<file path="src/rtl/lsu_ctrl.sv">
// Load/store sequencer: turns decoded load/store strobes into a handshaked,
// word-aligned memory access and stalls the core until it completes.
module lsu_ctrl #(
  parameter int unsigned TIMEOUT_CYCLES = 16
) (
  input  logic        clk,
  input  logic        rst,
  input  logic        load,
  input  logic        store,
  input  logic [2:0]  fun3,
  input  logic [31:0] addr,
  input  logic [31:0] store_data,
  output logic        stall,
  output logic [31:0] load_data,
  output logic        load_valid,
  output logic        err,
  output logic [1:0]  err_code,
  output logic        mem_req,
  output logic        mem_we,
  output logic [31:0] mem_addr,
  output logic [31:0] mem_wdata,
  output logic [3:0]  mem_wmask,
  input  logic [31:0] mem_rdata,
  input  logic        mem_ack
);

  localparam logic [1:0] IDLE = 2'd0;
  localparam logic [1:0] BUSY = 2'd1;
  localparam logic [1:0] DONE = 2'd2;
  localparam logic [7:0] TO_LAST = 8'(TIMEOUT_CYCLES - 1);

  logic [1:0]  state_q, state_d;
  logic        mem_req_q, mem_req_d;
  logic        mem_we_q, mem_we_d;
  logic [31:0] mem_addr_q, mem_addr_d;
  logic [31:0] mem_wdata_q, mem_wdata_d;
  logic [3:0]  mem_wmask_q, mem_wmask_d;
  logic [2:0]  fun3_q, fun3_d;
  logic [1:0]  lane_q, lane_d;
  logic [7:0]  cnt_q, cnt_d;
  logic [31:0] ldata_q, ldata_d;
  logic        timeout_q, timeout_d;

  logic        fun3_ok_s, misaligned_s, issue_s;
  logic [1:0]  fault_s;
  logic [31:0] wdata_s, ext_s;
  logic [3:0]  wmask_s;
  logic [7:0]  byte_s;
  logic [15:0] half_s;

  // Request legality: both strobes, then bad size, then alignment.
  always_comb begin
    fun3_ok_s    = 1'b0;
    misaligned_s = 1'b0;
    fault_s      = 2'b00;
    if (load) begin
      case (fun3)
        3'b000, 3'b001, 3'b010, 3'b100, 3'b101: fun3_ok_s = 1'b1;
        default:                                fun3_ok_s = 1'b0;
      endcase
    end else begin
      fun3_ok_s = (fun3 == 3'b000) || (fun3 == 3'b001) || (fun3 == 3'b010);
    end
    case (fun3[1:0])
      2'b01:   misaligned_s = addr[0];
      2'b10:   misaligned_s = (addr[1:0] != 2'b00);
      default: misaligned_s = 1'b0;
    endcase
    if (!(load || store))   fault_s = 2'b00;
    else if (load && store) fault_s = 2'b11;
    else if (!fun3_ok_s)    fault_s = 2'b11;
    else if (misaligned_s)  fault_s = 2'b01;
    else                    fault_s = 2'b00;
    issue_s = (state_q == IDLE) && (load || store) && (fault_s == 2'b00);
  end

  // Store lane placement and load lane extraction.
  always_comb begin
    case (fun3[1:0])
      2'b00: begin
        wdata_s = {4{store_data[7:0]}};
        wmask_s = 4'b0001 << addr[1:0];
      end
      2'b01: begin
        wdata_s = {2{store_data[15:0]}};
        wmask_s = addr[1] ? 4'b1100 : 4'b0011;
      end
      default: begin
        wdata_s = store_data;
        wmask_s = 4'b1111;
      end
    endcase
    byte_s = mem_rdata[8*lane_q +: 8];
    half_s = lane_q[1] ? mem_rdata[31:16] : mem_rdata[15:0];
    case (fun3_q)
      3'b000:  ext_s = {{24{byte_s[7]}}, byte_s};
      3'b100:  ext_s = {24'd0, byte_s};
      3'b001:  ext_s = {{16{half_s[15]}}, half_s};
      3'b101:  ext_s = {16'd0, half_s};
      default: ext_s = mem_rdata;
    endcase
  end

  // Sequencer next-state.
  always_comb begin
    state_d     = state_q;
    mem_req_d   = mem_req_q;
    mem_we_d    = mem_we_q;
    mem_addr_d  = mem_addr_q;
    mem_wdata_d = mem_wdata_q;
    mem_wmask_d = mem_wmask_q;
    fun3_d      = fun3_q;
    lane_d      = lane_q;
    cnt_d       = cnt_q;
    ldata_d     = ldata_q;
    timeout_d   = timeout_q;
    case (state_q)
      IDLE: begin
        if (issue_s) begin
          state_d     = BUSY;
          mem_req_d   = 1'b1;
          mem_we_d    = store;
          mem_addr_d  = {addr[31:2], 2'b00};
          mem_wdata_d = wdata_s;
          mem_wmask_d = store ? wmask_s : 4'b0000;
          fun3_d      = fun3;
          lane_d      = addr[1:0];
          cnt_d       = 8'd0;
          timeout_d   = 1'b0;
        end else begin
          state_d = IDLE;
        end
      end
      BUSY: begin
        // An ack coinciding with the timeout limit still completes the access.
        if (mem_ack) begin
          state_d   = DONE;
          mem_req_d = 1'b0;
          ldata_d   = ext_s;
        end else if (cnt_q == TO_LAST) begin
          state_d   = DONE;
          mem_req_d = 1'b0;
          timeout_d = 1'b1;
        end else begin
          cnt_d = cnt_q + 8'd1;
        end
      end
      DONE: begin
        state_d = IDLE;
      end
      default: begin
        state_d   = IDLE;
        mem_req_d = 1'b0;
      end
    endcase
  end

  // State registers with synchronous reset.
  always_ff @(posedge clk) begin
    if (rst) begin
      state_q     <= IDLE;
      mem_req_q   <= 1'b0;
      mem_we_q    <= 1'b0;
      mem_addr_q  <= 32'd0;
      mem_wdata_q <= 32'd0;
      mem_wmask_q <= 4'd0;
      fun3_q      <= 3'd0;
      lane_q      <= 2'd0;
      cnt_q       <= 8'd0;
      ldata_q     <= 32'd0;
      timeout_q   <= 1'b0;
    end else begin
      state_q     <= state_d;
      mem_req_q   <= mem_req_d;
      mem_we_q    <= mem_we_d;
      mem_addr_q  <= mem_addr_d;
      mem_wdata_q <= mem_wdata_d;
      mem_wmask_q <= mem_wmask_d;
      fun3_q      <= fun3_d;
      lane_q      <= lane_d;
      cnt_q       <= cnt_d;
      ldata_q     <= ldata_d;
      timeout_q   <= timeout_d;
    end
  end

  // Core-facing status; error in IDLE is reported in the request cycle.
  always_comb begin
    stall      = issue_s || (state_q == BUSY);
    load_valid = (state_q == DONE) && !timeout_q && !mem_we_q;
    load_data  = load_valid ? ldata_q : 32'd0;
    if ((state_q == IDLE) && (fault_s != 2'b00)) begin
      err      = 1'b1;
      err_code = fault_s;
    end else if ((state_q == DONE) && timeout_q) begin
      err      = 1'b1;
      err_code = 2'b10;
    end else begin
      err      = 1'b0;
      err_code = 2'b00;
    end
  end

  assign mem_req   = mem_req_q;
  assign mem_we    = mem_we_q;
  assign mem_addr  = mem_addr_q;
  assign mem_wdata = mem_wdata_q;
  assign mem_wmask = mem_wmask_q;

endmodule
</file>
<file path="config.mk">
export PLATFORM = sky130hd
export DESIGN_NAME = lsu_ctrl
export DESIGN_NICKNAME = d
export VERILOG_FILES = /design/src/rtl/lsu_ctrl.sv
export SDC_FILE = /design/constraint.sdc
export NUM_CORES = 1
export LEC_CHECK = 0
export BUFFER_PORTS_ARGS = -buffer_cell sky130_fd_sc_hd__buf_2
export CORE_ASPECT_RATIO = 1.5
export CORE_UTILIZATION = 36
export DETAILED_ROUTE_END_ITERATION = 8
export SYNTH_ARGS = -nofsm -noshare
export SYNTH_HDL_FRONTEND = slang
export SYNTH_SLANG_ARGS = --single-unit
</file>
<file path="constraint.sdc">
create_clock -name clk -period 2.7 [get_ports clk]
set_input_delay 0.405 -clock clk [delete_from_list [all_inputs] [get_ports clk]]
set_output_delay 0.405 -clock clk [all_outputs]
set_load 0.05 [all_outputs]
</file>
==> results of run 1 <==
[worst max-delay path, cell delays in order]
cell and delay [ns]:
buf_2 0.11, inv_1 0.08, ha_1 0.25, buf_4 0.21, o211ai_2 0.24, and4b_2 0.31, nand2_2 0.10, nand2_1 0.11
buf_2 0.26
[stage by stage]
step           std cells  total power, mW
6_report            1067            5.009
4_1_cts             1067            5.078
2_1_floorplan        673            2.628
3_5_place_dp        1035            2.937
5_1_grt             1067            5.237
3_3_place_gp        1035            2.933
[layout by cell type (no fill, tap or decap), drive strengths merged, types with 10 or more instances in the layout]
master	Yosys	routed
inv	10	12
a21oi	99	99
o21ai	60	60
a211oi	46	46
nand3	53	53
nor3	10	10
and2	32	32
nor2	31	31
nand2	38	38
clkbuf	34	17
mux2i	15	15
buf	32	229
dfxtp	116	116
[area by class of cell]
type                       instances  share of cell area, %
timing repair buffer             229                  16.79
multi-input combinational        481                  40.26
sequential                       116                  31.47
tap                              199                  3.375
inverter                          10                 0.5087
clock inverter                    15                  1.831
clock buffer                      17                  5.766
[metal layers]
layer / global-route usage, % / vias up
li1: - / 2796
met1: 25.05 / 2646
met2: 38.89 / 185
met3: 5.942 / 30
met4: 10.82 / 0
met5: 0 / -
[flip-flops by register name, summed over array words and instances, names as in the netlist]
signal,flops
fun3_q,3
state_q,2
cnt_q,8
lane_q,2
mem_we,1
mem_req,1
timeout_q,1
ldata_q,32
mem_wmask,4
mem_addr,30
mem_wdata,32
[where the power goes]
group	internal [mW]	switching, mW	total, mW
Combinational	0.303	0.726	1.03
Clock	1.27	0.847	2.11
Sequential	1.81	0.0550	1.87
[logic make-up (layout without fill, tap and decap cells)]
group           count (synthesis)  in the layout  share of synthesized area [%]
other cells                     1              2                        0.06705
simple gates                  205            205                          19.71
mux                            21             21                          3.892
compound gates                245            245                          27.02
buf+inv                        76            271                          6.264
xor+xnor                        4              4                         0.6263
flops                         116            116                          41.52
fa+ha+maj                       4              4                         0.8949
[final timing paths]
check        cells past startpoint                     from  slack (ns)                   endpoint
min                              3                 addr[23]        0.24  mem_addr[23]$_SDFFE_PP0P_
max                              9                  fun3[1]        0.21                      stall
min reg2reg                      2  ldata_q[6]$_SDFFE_PP0P_        0.47    ldata_q[6]$_SDFFE_PP0P_
max reg2reg                      3  state_q[0]$_SDFFE_PP0P_        0.68    ldata_q[8]$_SDFFE_PP0P_
==> summary.md, run 1 <==
| Metric | Value |
|---|---|
| Crit path DAT | roughly 2.1 ns |
| Peak supply drop | approximately 0.39 mV |
| DR WL met2 | roughly 9000 um |
| YS warnings | 0 |
| I/O pin total | around 210 |
| Top cells by count, synth | dfxtp_1 (116), a21oi_1 (99), o21ai_0 (58) |
| Max clock buf depth | 2 |
| Via count | about 5700 |
| Final Hold Fails | 0 |
| Pwr Density | between 600 and 700 nW/um^2 |
| H-tree depth | 4 |
| CP Launch Type | input pin |
| Latest clock arrival within the worst-skew pair | 0.41 ns |
| Synth Cell Area | 5593 sq um |
| Floorplan row count | 55 |
| Highest metal used | met4 |
| Clock Pin Slew Worst Setup and Hold Paths | about 0.060 ns |
| Max Clock Skew | ~0.0093 ns |
| Vias per inst | between 5 and 6 |
| Hold Path Class | input pin to flip-flop |
| Total overflow reported by the global router | 0 |
| Post-DP HPWL | 12520 um |
| Dpl ws | slightly above 0.2 ns |
| Full die area | 16050 sq um |
| Endpoints failing setup | 0 |
| Num Clock Sinks | approximately 120 |
| Detailed Routing Iterations Pass 1 | 4 |
| CP Class | input pin to output port |
| Synth cell types | 61 |
| Slew HR | between 50% and 60% |
| DRC viols | 0 |
| M1 WL | between 7000 and 8000 um |
| Final design utilization | 48.74% |
| Max-slew violations | 0 |
| Footprint of the multi-input gates | ~3000 sq um |
| Area share of the largest cell type after synthesis | ~42% |
| Core box area | between 15000 and 20000 sq um |
| Top FF cell, synth | dfxtp_1 |
| Worst-path maximum fanout | 15 |
| # fillers | ~1500 |
| TritonCTS buffer count | 17 |
| Max_cap viols | 0 |
| Final period utilization | approximately 92% |
| Post-synthesis sequential area ratio | roughly two fifths |
| Initial antenna violation count | 0 |
| Post-cts sizing count | 0 |
| Status | finished, final reports clean |
| FF+latch area | 2322 sq um |
| Ant diodes | 0 |
| Die H | around 150 um |
| Port buffer count | between 200 and 250 |
| Final setup margin | between 0.2 and 0.25 ns |
| Number of flops mapped to enable cells by yosys | 0 |
| DR WL/cell | approximately 17 um |
| Top-count cell post-synth | dfxtp_1 |
| Placer Congestion | between 0.8 and 0.9 |
| Post-DRT Antenna Nets | 0 |
| Async set-reset flop share out of synthesis | 0% |
| Clock root buffer | clkbuf_16 |
| Crit end category | output port |
| Cell taking the most area after synthesis | dfxtp_1 |
| Post-CTS setup buffers | 0 |
| Required @ worst endpoint | about 2.3 ns |
| Gr usage total | between 20% and 30% |
| Fin Hold WS | approximately 0.24 ns |
| Metal3 WL | roughly 1000 um |
| Net count, final | just under 1000 |
| P&R area growth vs syn | 31.92% |
| Worst-Margin Slew | 0.6019 ns |
| Final Instance Area | about 7400 sq um |
| Unrepaired setup endpoints after global routing | false |
| Ratio of cells with drive above 1 in the final layout | approximately a third |
| First-pass GRT wire length | 28070 um |
| Dpl cell area | between 6000 and 7000 sq um |
| 1st-iter DRT viols | 302 |
| Crit path time final | between 2 and 2.5 ns |
| Setup TNS Final | 0 ns |
| Yosys reg bits | 116 |
| Hold Buf Count CTS | 0 |
| Leakage | 3.109 nW |
| Die Width | between 100 and 150 um |
| Synth area leaders | dfxtp_1 (42%), a21oi_1 (8.9%), a211oi_1 (6.0%) |
| Post-synthesis area per instance | around 8.3 sq um |
| Vias in the first global route | around 5500 |
| Initial Utilization | between 30% and 40% |
| Cell count after synthesis | about 670 |
| Largest net degree at the start of global routing | 70 |
| TritonCTS clock tree | done |
| Fmax | 401.2 MHz |
| Routed wire length | 17780 um |
No activity file was read; power rests on OpenSTA's default activity.
==> run 2, diff against run 1 <==
--- a/config.mk
+++ b/config.mk
@@ -9,4 +9,5 @@
 export CORE_ASPECT_RATIO = 1.5
 export CORE_UTILIZATION = 36
+export CTS_CLUSTER_SIZE = 20
 export DETAILED_ROUTE_END_ITERATION = 8
 export SYNTH_ARGS = -nofsm -noshare
==> constraint.sdc (replaced) <==
create_clock -name clk -period 2.7 [get_ports clk]
set_input_delay 0.405 -clock clk [delete_from_list [all_inputs] [get_ports clk]]
set_output_delay 0.405 -clock clk [all_outputs]
set_load 0.005 [all_outputs]
==> summary.md, run 2 (synthesis gave the netlist of run 1 again) <==
| Metric | Value |
|---|---|
| DR WL/cell | 16.82 um |
| Initial antenna violation count | 1 |
| Most frequent cells in the layout | buf_2 (207), dfxtp_1 (116), a21oi_1 (99) |
| Clock Pin Slew Worst Setup and Hold Paths | ~0.05 ns |
| Hold Path Class | input pin to flip-flop |
| TritonCTS buffer count | 17 |
| Ratio of cells with drive above 1 in the final layout | around 32% |
| Delay of the slowest critical-path stage | between 0.4 and 0.5 ns |
| Most common cell on crit path | buf_2 |
| Placer Congestion | around 0.80 |
| Dpl ws | around 0.34 ns |
| Post-cts sizing count | 0 |
| Worst-path maximum fanout | 7 |
| Final Instance Area | 7341 sq um |
| Max-slew violations | 0 |
| Floorplan row count | 55 |
| Full die area | around 16000 sq um |
| Unrepaired setup endpoints after global routing | false |
| Num Clock Sinks | roughly 120 |
| Routed wire length | roughly 18000 um |
| M1 WL | 7308 um |
| DRC viols | 0 |
| Pwr Density | ~650 nW/um^2 |
| Crit end category | output port |
| TritonCTS clock tree | done |
| DR WL met2 | 9146 um |
| Metal3 WL | between 1000 and 1500 um |
| CP cell instances | buf_2 -> inv_1 -> ha_1 -> o21ai_1 -> a221o_1 -> o21ai_0 -> a21oi_1 -> buf_2 |
| Commonest non-fill, non-tap cell in the layout | buf_2 |
| Crit path time final | approximately 2.4 ns |
| Via count | approximately 5800 |
| Slew HR | about three fifths |
| Initial Utilization | 36.94% |
| R2r startpoint | state_q[0]$_SDFFE_PP0P_ |
| First-pass GRT wire length | between 20000 and 30000 um |
| Reg2reg end | ldata_q[9]$_SDFFE_PP0P_ |
| Hold Crit Depth | 3 |
| P&R area growth vs syn | 31.25% |
| Max Clock Skew | between 0.006 and 0.007 ns |
| Port buffer count | ~210 |
| Post-CTS setup buffers | 0 |
| Die H | approximately 150 um |
| Comb pwr share | roughly 16% |
| Clock power share | between 40% and 50% |
| Hold_sp | addr[30] |
| Latest clock arrival within the worst-skew pair | ~0.4 ns |
| Fin Hold WS | 0.2510 ns |
| Vias per inst | ~5.4 |
| Hold Buf Count CTS | 0 |
| Final setup margin | 0.3422 ns |
| Worst-Margin Slew | 0.5983 ns |
| Leakage | between 3 and 4 nW |
| Setup TNS Final | 0 ns |
| Peak supply drop | roughly 0.33 mV |
| Dpl cell area | 6779 sq um |
| Final Hold Fails | 0 |
| CP Class | input pin to output port |
| CP Launch Type | input pin |
| Gr usage total | roughly 22% |
| Post-DRT Antenna Nets | 0 |
| Net count, final | between 900 and 1000 |
| Reg2reg path depth | 3 |
| Sequential group share of total power | a little under 40% |
| Core box area | 15140 sq um |
| I/O pin total | around 210 |
| Endpoints failing setup | 0 |
| Detailed Routing Iterations Pass 1 | 5 |
| Post-DP HPWL | about 13000 um |
| Highest metal used | met4 |
| Clock root buffer | clkbuf_16 |
| Final period utilization | ~87% |
| Hold worst-path end | mem_addr[30]$_SDFFE_PP0P_ |
| Status | finished, final reports clean |
| Die Width | approximately 100 um |
| Sw power | 1.278 mW |
| Crit path DAT | a little under 2 ns |
| Slowest CP cell | a221o_1 |
| Total overflow reported by the global router | 0 |
| Total power | about 4.8 mW |
| Cell-internal power | 3.475 mW |
| Fmax | between 400 and 500 MHz |
| 1st-iter DRT viols | 220 |
| Largest net degree at the start of global routing | 70 |
| Max clock buf depth | 2 |
| Vias in the first global route | between 5000 and 6000 |
| Required @ worst endpoint | 2.30 ns |
| FF-to-FF setup slack | 0.80 ns |
| Switching power as a share of total power | 26.89% |
| H-tree depth | 4 |
| Max_cap viols | 0 |
==> run 2: changes by cell type in the layout (fill, tap and decap cells not counted), sizes merged <==
| cell | change |
|---|---|
| buf | -2 |
| bufinv | +1 |
| clkbuf | +4 |
| clkinv | -1 |
| clkinvlp | -3 |
| diode | +1 |
| inv | -2 |
==> run 2: layer usage <==
layer  global-route usage, %  vias to the layer above
met5                       0                        -
met1                   25.35                     2730
met4                   8.571                        0
li1                        -                     2796
met2                   39.53                      200
met3                   6.110                       24
==> run 2: metrics by stage <==
stage / utilization, % / instances
2_1_floorplan: - / 673
6_report: 48.49 / 1065
4_1_cts: 48.47 / 1064
5_1_grt: 48.47 / 1064
3_5_place_dp: 44.78 / 1033
3_3_place_gp: 44.78 / 1033
==> run 2: cell type report <==
class	instances	area [sq um]
fill	1617	7799
multi-input combinational	481	2934
sequential	116	2322
timing repair buffer	227	1236
clock buffer	21	450.4
tap	199	249.0
clock inverter	10	108.9
inverter	10	37.54
antenna	1	2.502
==> run 2: power by group through the flow <==
stage	logic (mW)	clock network, mW	registers, mW
floorplan	0.442	0	1.90
finish	0.736	2.15	1.87
global placement	0.735	0	1.90
detailed placement	0.736	0	1.91
CTS	0.738	2.20	1.87
global route	0.811	2.28	1.88
==> run 2: worst max-delay path, delay by kind of cell <==
kind | cells | cell delay (ns)
AO/OA/AOI/OAI | 4 | 0.85
adder cells (fa/ha/maj) | 1 | 0.33
buffers and inverters | 3 | 0.35
==> run 2: how the worst max path moves through the flow <==
stage	startpoint	to	slack [ns]	cells past startpoint
after global routing	fun3[1]	err	0.16	8
after global placement	fun3[1]	mem_wdata[19]$_SDFFE_PP0P_	0.38	9
final	fun3[1]	err	0.34	8
after detailed placement	fun3[1]	mem_wdata[21]$_SDFFE_PP0P_	0.34	9
after CTS	fun3[1]	err	0.34	8
after floorplan	fun3[1]	err_code[0]	0.09	10
==> run 3, diff against run 2 <==
Settings changed: CTS_BUF_LIST set to sky130_fd_sc_hd__clkbuf_4 sky130_fd_sc_hd__clkbuf_8.
==> summary.md, run 3 (synthesis gave the netlist of run 1 again) <==
| Metric | Value |
|---|---|
| Status | finished, final reports clean |
| Via count | 5713 |
| Total power | between 4 and 5 mW |
| Vias in the first global route | approximately 5500 |
| Post-DRT Antenna Nets | 0 |
| Clock Pin Slew Worst Setup and Hold Paths | 0.07 ns |
| Final design utilization | 47.30% |
| Vias per inst | approximately 5.4 |
| M1 WL | between 7000 and 8000 um |
| Worst-path maximum fanout | 7 |
| Max Clock Skew | 0.01135 ns |
| CP Launch Type | input pin |
| Hold Buf Count CTS | 0 |
| Leakage | 3.030 nW |
| DR WL/cell | between 15 and 20 um |
| Net count, final | between 900 and 1000 |
| Max_cap viols | 0 |
| H-tree depth | 4 |
| Pwr Density | 583.0 nW/um^2 |
| Endpoints failing setup | 0 |
| Metal3 WL | 1079 um |
| Highest metal used | met4 |
| P&R area growth vs syn | 28.03% |
| Required @ worst endpoint | roughly 2.3 ns |
| Latest clock arrival within the worst-skew pair | between 0.4 and 0.5 ns |
| Delay of the slowest critical-path stage | approximately 0.41 ns |
| Clock root buffer | clkbuf_8 |
| Detailed Routing Iterations Pass 1 | 4 |
| DR WL met2 | approximately 9000 um |
| Commonest non-fill, non-tap cell in the layout | buf_2 |
| Max-slew violations | 0 |
| 1st-iter DRT viols | 278 |
| Largest net degree at the start of global routing | 70 |
| TritonCTS clock tree | done |
| DRC viols | 0 |
| CP Class | input pin to output port |
| Floorplan row count | 55 |
| TritonCTS buffer count | 17 |
| Full die area | between 15000 and 20000 sq um |
| Final Instance Area | ~7200 sq um |
| Total overflow reported by the global router | 0 |
| Core box area | 15140 sq um |
| Dpl cell area | approximately 6800 sq um |
| Crit path time final | 2.360 ns |
| Slowest CP cell | a221o_1 |
| Setup TNS Final | 0 ns |
| Routed wire length | around 18000 um |
| Port buffer count | between 200 and 250 |
| First-pass GRT wire length | 28690 um |
| Most frequent cells in the layout | buf_2 (207), dfxtp_1 (116), a21oi_1 (99) |
| CP cell instances | buf_2 -> inv_1 -> ha_1 -> o21ai_1 -> a221o_1 -> o21ai_0 -> a21oi_1 -> buf_2 |
| Final Hold Fails | 0 |
| Crit path DAT | 1.96 ns |
| Hold Path Class | input pin to flip-flop |
| Gr usage total | between 20 and 25% |
| Die H | 154.7 um |
| Num Clock Sinks | 116 |
| Post-CTS setup buffers | 0 |
| Crit. Startpoint | fun3[1] |
| Crit end category | output port |
| Final period utilization | 87.43% |
| Post-DP HPWL | about 13000 um |
| Ratio of cells with drive above 1 in the final layout | between 30% and 40% |
| Max clock buf depth | 2 |
| Worst-Margin Slew | 0.6161 ns |
| Initial Utilization | a little under two fifths |
| Peak supply drop | between 0.2 and 0.3 mV |
| Most common cell on crit path | buf_2 |
| Hold_sp | addr[21] |
| Fin Hold WS | around 0.23 ns |
| Fmax | roughly 420 MHz |
| I/O pin total | 211 |
| Slew HR | between 50% and 60% |
| Post-cts sizing count | 0 |
| Placer Congestion | roughly 0.80 |
| R2r startpoint | state_q[0]$_SDFFE_PP0P_ |
| Initial antenna violation count | 1 |
| Die Width | 103.8 um |
| Unrepaired setup endpoints after global routing | false |
run 3: cell counts in the layout (fill, tap and decap cells not counted):
No cell type changed its count.
run 3: layout make-up:
class | count | area, sq um
Tap cell | 199 | 249.0
Clock inverter | 10 | 108.9
Timing Repair Buffer | 227 | 1236
Sequential cell | 116 | 2322
Clock buffer | 21 | 270.3
Inverter | 10 | 37.54
Multi-Input combinational cell | 481 | 2934
Fill cell | 1634 | 7979
Antenna cell | 1 | 2.502
run 3: report_power, final:
group          internal, mW  switching [mW]
clock                 0.862           0.709
combinational         0.295           0.440
sequential             1.81          0.0602
total                  2.97            1.21
run 3: final timing paths:
path	endpoint	slack [ns]	depth (start not counted)
worst min register to register	ldata_q[2]$_SDFFE_PP0P_	0.47	2
worst max register to register	ldata_q[9]$_SDFFE_PP0P_	0.80	3
worst max-delay path	err	0.34	8
worst min-delay path	mem_addr[21]$_SDFFE_PP0P_	0.23	3
run 3: metal layers:
| metal | up-vias | GRT usage [%] |
|---|---|---|
| met1 | 2690 | 25.27 |
| met5 | - | 0 |
| li1 | 2791 | - |
| met2 | 205 | 39.28 |
| met3 | 27 | 6.995 |
| met4 | 0 | 8.367 |
run 3: metrics by stage:
stage,instances,setup slack (ns)
after floorplan,673,0.08767
final,1065,0.3395
after detailed placement,1033,0.3405
after global placement,1033,0.3810
after global routing,1064,0.1705
after CTS,1064,0.3454
run 3: critical path: cells and delay by family:
family                     cells  cell delay [ns]
buffers and inverters          3             0.36
adders and majority gates      1             0.33
AOI/OAI and AO/OA              4             0.85
